[src/rtl/key_expand.sv]
// -----------------------------------------------------------------------------
// key_expand -- iterative AES-128 key schedule
//
// Expands one 128-bit cipher key into the eleven concatenated round keys
// (1408 bits), producing one round key per clock. The result drives the
// 1408-bit key bus of the AES round core. Decryption uses the same bus,
// because the round core applies InvMixColumns to middle-round keys itself.
//
// Ports:
//   i_Clk     clock, rising edge
//   i_Rst     asynchronous reset, active low
//   i_Key     cipher key, byte 0 = i_Key[127:120]; sampled on an accepted start
//   i_fStart  start request, accepted only in IDLE
//   o_Key     expanded key, round key r at [1407-128r : 1280-128r]
//   o_fBusy   high while EXPAND or DONE
//   o_fDone   one-cycle pulse, o_Key complete and stable
//
// Optional feature, macro KEY_EXPAND_CACHE_EN:
//   When defined, a start whose key equals the key already held in slot 0 of
//   a completed schedule skips the expansion and pulses o_fDone right away.
//   When undefined, every start runs the full 10-round expansion and neither
//   the valid flag nor the key comparator exists.
// -----------------------------------------------------------------------------

// -----------------------------------------------------------------------------
// sub_byte -- AES SubBytes / InvSubBytes over a 128-bit state
//
// Ports:
//   i_Data      128-bit input, 16 independent bytes
//   i_fEncrypt  1 = forward S-box, 0 = inverse S-box
//   o_Data      128-bit substituted output
// -----------------------------------------------------------------------------
module sub_byte (
  input  logic [127:0] i_Data,
  input  logic         i_fEncrypt,
  output logic [127:0] o_Data
);

  // Byte x of each table lives at bits [2047-8x -: 8].
  localparam logic [2047:0] c_Sbox = {
    128'h637c777bf26b6fc53001672bfed7ab76, 128'hca82c97dfa5947f0add4a2af9ca472c0,
    128'hb7fd9326363ff7cc34a5e5f171d83115, 128'h04c723c31896059a071280e2eb27b275,
    128'h09832c1a1b6e5aa0523bd6b329e32f84, 128'h53d100ed20fcb15b6acbbe394a4c58cf,
    128'hd0efaafb434d338545f9027f503c9fa8, 128'h51a3408f929d38f5bcb6da2110fff3d2,
    128'hcd0c13ec5f974417c4a77e3d645d1973, 128'h60814fdc222a908846eeb814de5e0bdb,
    128'he0323a0a4906245cc2d3ac629195e479, 128'he7c8376d8dd54ea96c56f4ea657aae08,
    128'hba78252e1ca6b4c6e8dd741f4bbd8b8a, 128'h703eb5664803f60e613557b986c11d9e,
    128'he1f8981169d98e949b1e87e9ce5528df, 128'h8ca1890dbfe6426841992d0fb054bb16
  };

  localparam logic [2047:0] c_InvSbox = {
    128'h52096ad53036a538bf40a39e81f3d7fb, 128'h7ce339829b2fff87348e4344c4dee9cb,
    128'h547b9432a6c2233dee4c950b42fac34e, 128'h082ea16628d924b2765ba2496d8bd125,
    128'h72f8f66486689816d4a45ccc5d65b692, 128'h6c704850fdedb9da5e154657a78d9d84,
    128'h90d8ab008cbcd30af7e45805b8b34506, 128'hd02c1e8fca3f0f02c1afbd0301138a6b,
    128'h3a9111414f67dcea97f2cfcef0b4e673, 128'h96ac7422e7ad3585e2f937e81c75df6e,
    128'h47f11a711d29c5896fb7620eaa18be1b, 128'hfc563e4bc6d279209adbc0fe78cd5af4,
    128'h1fdda8338807c731b11210592780ec5f, 128'h60517fa919b54a0d2de57a9f93c99cef,
    128'ha0e03b4dae2af5b0c8ebbb3c83539961, 128'h172b047eba77d626e169146355210c7d
  };

  genvar gi;
  generate
    for (gi = 0; gi < 16; gi++) begin : g_byte
      logic [7:0]  w_In;
      logic [10:0] w_Idx;
      assign w_In  = i_Data[8*gi +: 8];
      assign w_Idx = 11'd2047 - {w_In, 3'b000};
      assign o_Data[8*gi +: 8] = i_fEncrypt ? c_Sbox[w_Idx -: 8]
                                            : c_InvSbox[w_Idx -: 8];
    end
  endgenerate

endmodule

module key_expand (
  input  logic          i_Clk,
  input  logic          i_Rst,
  input  logic [127:0]  i_Key,
  input  logic          i_fStart,
  output logic [1407:0] o_Key,
  output logic          o_fBusy,
  output logic          o_fDone
);

  typedef enum logic [1:0] {IDLE, EXPAND, DONE} t_State;

  t_State       r_State;
  logic [3:0]   r_Round;
  logic [7:0]   r_Rcon;
  logic [127:0] r_Prev;     // last round key written, source of the next round
  logic         r_fBusy;
  logic         r_fDone;

  logic         w_Hit;
  logic         w_Load;
  logic [31:0]  w_W0, w_W1, w_W2, w_W3;
  logic [31:0]  w_Rot;
  logic [127:0] w_SubIn;
  logic [127:0] w_SubOut;
  logic [31:0]  w_T;
  logic [31:0]  w_N0, w_N1, w_N2, w_N3;
  logic [127:0] w_Next;
  logic [7:0]   w_RconNext;
  logic         w_unused_sub;

  // ---------------------------------------------------------------------------
  // Round function
  // ---------------------------------------------------------------------------
  assign {w_W0, w_W1, w_W2, w_W3} = r_Prev;
  assign w_Rot   = {w_W3[23:0], w_W3[31:24]};
  assign w_SubIn = {w_Rot, 96'h0};

  sub_byte u_sub_byte (
    .i_Data     (w_SubIn),
    .i_fEncrypt (1'b1),
    .o_Data     (w_SubOut)
  );

  // Only the top word of the shared SubByte instance carries data.
  assign w_unused_sub = ^w_SubOut[95:0];

  assign w_T    = w_SubOut[127:96] ^ {r_Rcon, 24'h0};
  assign w_N0   = w_W0 ^ w_T;
  assign w_N1   = w_N0 ^ w_W1;
  assign w_N2   = w_N1 ^ w_W2;
  assign w_N3   = w_N2 ^ w_W3;
  assign w_Next = {w_N0, w_N1, w_N2, w_N3};

  assign w_RconNext = {r_Rcon[6:0], 1'b0} ^ (r_Rcon[7] ? 8'h1B : 8'h00);

  // ---------------------------------------------------------------------------
  // Optional key cache: a repeat of the last completed key needs no work
  // ---------------------------------------------------------------------------
`ifdef KEY_EXPAND_CACHE_EN
  logic r_fValid;
  assign w_Hit = r_fValid && (i_Key == o_Key[1407:1280]);
`else
  assign w_Hit = 1'b0;
`endif

  assign w_Load = (r_State == IDLE) && i_fStart && !w_Hit;

  // ---------------------------------------------------------------------------
  // Round-key slots: slot 0 loads the cipher key, slot r the r-th round
  // ---------------------------------------------------------------------------
  genvar gi;
  generate
    for (gi = 0; gi < 11; gi++) begin : g_slot
      logic         w_We;
      logic [127:0] w_D;
      logic [127:0] r_Slot;

      if (gi == 0) begin : g_load
        assign w_We = w_Load;
        assign w_D  = i_Key;
      end else begin : g_round
        assign w_We = (r_State == EXPAND) && (r_Round == 4'(gi));
        assign w_D  = w_Next;
      end

      always_ff @(posedge i_Clk or negedge i_Rst) begin
        if (!i_Rst) begin
          r_Slot <= '0;
        end else if (w_We) begin
          r_Slot <= w_D;
        end
      end

      assign o_Key[1407-128*gi -: 128] = r_Slot;
    end
  endgenerate

  // ---------------------------------------------------------------------------
  // Control FSM
  // ---------------------------------------------------------------------------
  always_ff @(posedge i_Clk or negedge i_Rst) begin
    if (!i_Rst) begin
      r_State  <= IDLE;
      r_Round  <= 4'd0;
      r_Rcon   <= 8'h00;
      r_Prev   <= '0;
      r_fBusy  <= 1'b0;
      r_fDone  <= 1'b0;
`ifdef KEY_EXPAND_CACHE_EN
      r_fValid <= 1'b0;
`endif
    end else begin
      case (r_State)
        IDLE: begin
          if (i_fStart) begin
            r_fBusy <= 1'b1;
            if (w_Hit) begin
              r_State <= DONE;
              r_fDone <= 1'b1;
            end else begin
              r_State <= EXPAND;
              r_Round <= 4'd1;
              r_Rcon  <= 8'h01;
              r_Prev  <= i_Key;
`ifdef KEY_EXPAND_CACHE_EN
              // Slot 0 is being replaced, so the cached schedule is stale.
              r_fValid <= 1'b0;
`endif
            end
          end
        end

        EXPAND: begin
          r_Prev <= w_Next;
          r_Rcon <= w_RconNext;
          if (r_Round == 4'd10) begin
            // Round counter parks at 10; it is reloaded on the next start.
            r_State <= DONE;
            r_fDone <= 1'b1;
          end else begin
            r_Round <= r_Round + 4'd1;
          end
        end

        DONE: begin
          r_State <= IDLE;
          r_fDone <= 1'b0;
          r_fBusy <= 1'b0;
`ifdef KEY_EXPAND_CACHE_EN
          r_fValid <= 1'b1;
`endif
        end

        default: begin
          r_State <= IDLE;
          r_fDone <= 1'b0;
          r_fBusy <= 1'b0;
        end
      endcase
    end
  end

  assign o_fBusy = r_fBusy;
  assign o_fDone = r_fDone;

endmodule

[config.mk]
export PLATFORM = sky130hd
export DESIGN_NAME = key_expand
export DESIGN_NICKNAME = d
export VERILOG_FILES = /design/src/rtl/key_expand.sv
export SDC_FILE = /design/constraint.sdc
export NUM_CORES = 2
export LEC_CHECK = 0
export BUFFER_PORTS_ARGS = -buffer_cell sky130_fd_sc_hd__buf_4
export CAP_MARGIN = 15
export CORE_AREA = 2 2 603 605
export DETAILED_ROUTE_END_ITERATION = 8
export DIE_AREA = 0 0 605 607
export PLACE_DENSITY = 0.4
export RECOVER_POWER = 50
export SYNTH_ARGS = -nofsm -noshare
export SYNTH_HDL_FRONTEND = slang
export SYNTH_SLANG_ARGS = --single-unit
[constraint.sdc]
create_clock -name i_Clk -period 6.5 [get_ports i_Clk]
set_input_delay 0.325 -clock i_Clk [delete_from_list [all_inputs] [get_ports i_Clk]]
set_output_delay 0.325 -clock i_Clk [all_outputs]
set_load 0.1 [all_outputs]
==> metrics.cfg <==
[outcome]
status=finished with violations
violations=capacitance limit, slew limit

[worst_setup_path]
cp_slowest_cell=ha_1
arrival_ps=6550
crit_path_max_fanout=17
slowest_delay_ps=860
critical_path.cell_chain=inv_1 > ha_1 > nand2b_1 > and3_1 > o311ai_0 > a311oi_1 > nor2_1 > xnor2_4 > buf_4 > xor2_1 > buf_4 > o21ai_0
criticalPathCategory=reg -> reg
endpoint_kind=register
r2r_start=r_Prev[9]$_DFFE_PN0P_
r2r_cells=12
worst_ep_required_time_ps=7240
crit_end=g_slot[6].r_Slot[52]$_DFFE_PN0P_
cp-startpoint=r_Prev[9]$_DFFE_PN0P_
cpMostUsedCell=buf_4
worst_setup_path_start_kind=register
r2r_end=g_slot[6].r_Slot[52]$_DFFE_PN0P_
reg2reg_slack_ps=680

[yosys]
synthCells=8020
ys_ff_latch=1552
synthArstFlopShare_pct=100
synth_seq_area_share_pct=52.5
synth_edf_count=0
synth.distinct_cells=102
syn-num-nets=8215
synth_top_area_cell=dfrtp_1
synthTopCellsByCount=nand2_1 (1850), dfrtp_1 (1552), o21ai_0 (1406)
avgSynthCellArea_um2=9.23
syn_area_um2=74000
synth_most_common_cell=nand2_1
synth-main-ff-cell=dfrtp_1
yosysWarnings=0
ys_top_cells_by_area=dfrtp_1 (52%), o21ai_0 (9.5%), nand2_1 (9.4%)
yosysTopAreaCellShare_pct=52.5

[clocking]
h-tree-depth=4
clock_tree.buffer_depth=4
numCtsBuffers=192
cts_setup_buffers=0
tritoncts=done
clock-sinks=1552
clk_latency_ps=920
clkTransAtPathRegs_ps=70
clockRootBuffer=clkbuf_16

[placed_design]
port_buffers=1540
dp_hpwl_um=355000
place_area_um2=92200
gp_congestion=0.937

[route]
ant_nets=0
drc=0
via_count=70000
drt-pass1-iter-count=6
dr.first_iter.drc_count=6948
drt_wl_total_um=478000
wire_per_inst_um=33.3
vias_per_cell=4.87

[timing]
hold_violations=0
min_period_ps=5820
slew_headroom_pct=-144
rsz0062_at_grt=no
setup_violations=0
drv_slew=559
post-route-period-util_pct=89.5
fin_skew_ps=80.5
final.setup.tns_ps=0
tightest_slew_ps=3660
clock.fmax_ghz=0.172

[global_routing]
busiest_layer=met2
grt_pass1_wl_um=631000
met1_usage_pct=31.1
grt.overflow.total=0
grt_use_met3_pct=4.90
track_usage_pct=25.0
grt_max_degree=173
antenna_found_initial=59
grt_pass1_vias=67000
use_met2_pct=41.4

[floorplanning]
die_y_um=607
num_io_pins=1541
die-area_um2=367000
start_util_pct=20.5
fp-row-count=221
die_x_um=605
fp.coreArea_um2=361000

[layout]
drive_gt1_share_pct=16.2
utilization_pct=26.8
design_area_um2=96500
syn2layout_area_growth_pct=30.5
fin_nets=9601

[run]
drv_cap=10

[min_path]
hold_class=in -> reg

-- final cells by class --
cell class | instances | area, um2
timing repair buffer | 1987 | 12300
tap | 4794 | 6000
multi-input combinational | 5608 | 32700
antenna | 24 | 60.1
fill | 39500 | 264000
inverter | 65 | 249
sequential | 1552 | 38900
clock buffer | 285 | 5580
clock inverter | 61 | 808
-- critical path: cells and delay by family, from the launching register on --
family / cells / cell delay, ps
AO/OA/AOI/OAI: 3 / 1180
AND/OR/NAND/NOR: 3 / 1150
XOR/XNOR: 2 / 1070
buffers and inverters: 3 / 960
adder cells (fa/ha/maj): 1 / 860
flip-flops: 1 / 420
-- registers in the layout, indices dropped and copies added, names as in the netlist --
signal         count
r_Round            4
g_slot.r_Slot   1408
r_Prev           128
o_fDone            1
o_fBusy            1
r_Rcon             8
r_State            2
-- layer usage --
| metal | up-vias | part of all wire [%] |
|---|---|---|
| met5 | - | 0.0069 |
| met4 | 4 | 5.8 |
| met3 | 670 | 6.3 |
| met2 | 2809 | 47 |
| met1 | 35800 | 41 |
| li1 | 30700 | - |
-- through the flow --
| step | cells | setup slack, ps | hold slack, ps |
|---|---|---|---|
| after floorplan | 8020 | 2380 | 29.4 |
| after global placement | 13900 | 1070 | 335 |
| after detailed placement | 13900 | 988 | 335 |
| after CTS | 14400 | 988 | 97.7 |
| after global routing | 14400 | 410 | 185 |
| final | 14400 | 685 | 164 |
-- what timing repair did --
item | 4_1_cts | 5_1_grt
hold buffers | 129 | 0
gates resized for setup | 0 | 0
hold endpoints to repair | 354 | 0
-- kinds of logic after synthesis --
kind of cell               synth area share, %
and+or+nand+nor                           15.9
AOI/OAI and AO/OA                         19.7
DFF                                       52.5
buffers and inverters                     4.80
xor gates and xnor gates                  2.88
muxes                                     3.14
adders and majority gates                 1.08
-- layout by cell type, fill, tap and decap left out, types with 36 or more instances in the layout --
cell type | Yosys | final
a31oi_1 | 59 | 59
clkbuf_16 | 0 | 193
nor2b_1 | 108 | 107
xnor2_2 | 6 | 66
or3_1 | 36 | 36
o211ai_1 | 44 | 44
clkbuf_8 | 0 | 40
dfrtp_1 | 1552 | 1537
nand3_1 | 104 | 104
o22ai_1 | 104 | 104
ha_1 | 64 | 64
a211oi_1 | 46 | 46
nand2_1 | 1850 | 1837
inv_1 | 54 | 54
o311ai_0 | 38 | 38
clkbuf_1 | 607 | 948
nor2_1 | 187 | 184
a21oi_1 | 272 | 272
buf_4 | 29 | 921
a311oi_1 | 42 | 42
xnor2_1 | 116 | 51
o21ai_0 | 1406 | 1406
mux2i_1 | 95 | 95
mux2_2 | 62 | 62
dlygate4sd3_1 | 0 | 129
o22a_1 | 62 | 62
nand2b_1 | 101 | 101
nor3_1 | 118 | 118
-- worst min-delay path by stage --
| stage | depth (start not counted) | from | endpoint | slack (ps) |
|---|---|---|---|---|
| 4_1_cts | 2 | i_Rst | g_slot[10].r_Slot[115]$_DFFE_PN0P_ | 100 |
| 5_1_grt | 4 | i_Key[36] | g_slot[0].r_Slot[36]$_DFFE_PN0P_ | 180 |
| 2_1_floorplan | 0 | i_Rst | g_slot[0].r_Slot[0]$_DFFE_PN0P_ | 30 |
| 3_3_place_gp | 1 | i_Rst | g_slot[6].r_Slot[99]$_DFFE_PN0P_ | 340 |
| 6_report | 3 | i_fStart | r_Prev[47]$_DFFE_PN0P_ | 160 |
| 3_5_place_dp | 1 | i_Rst | g_slot[6].r_Slot[99]$_DFFE_PN0P_ | 340 |
Power is left out: the tool's default activity adds up to more than one toggle a clock period on the data nets, which glitch-free logic cannot reach.
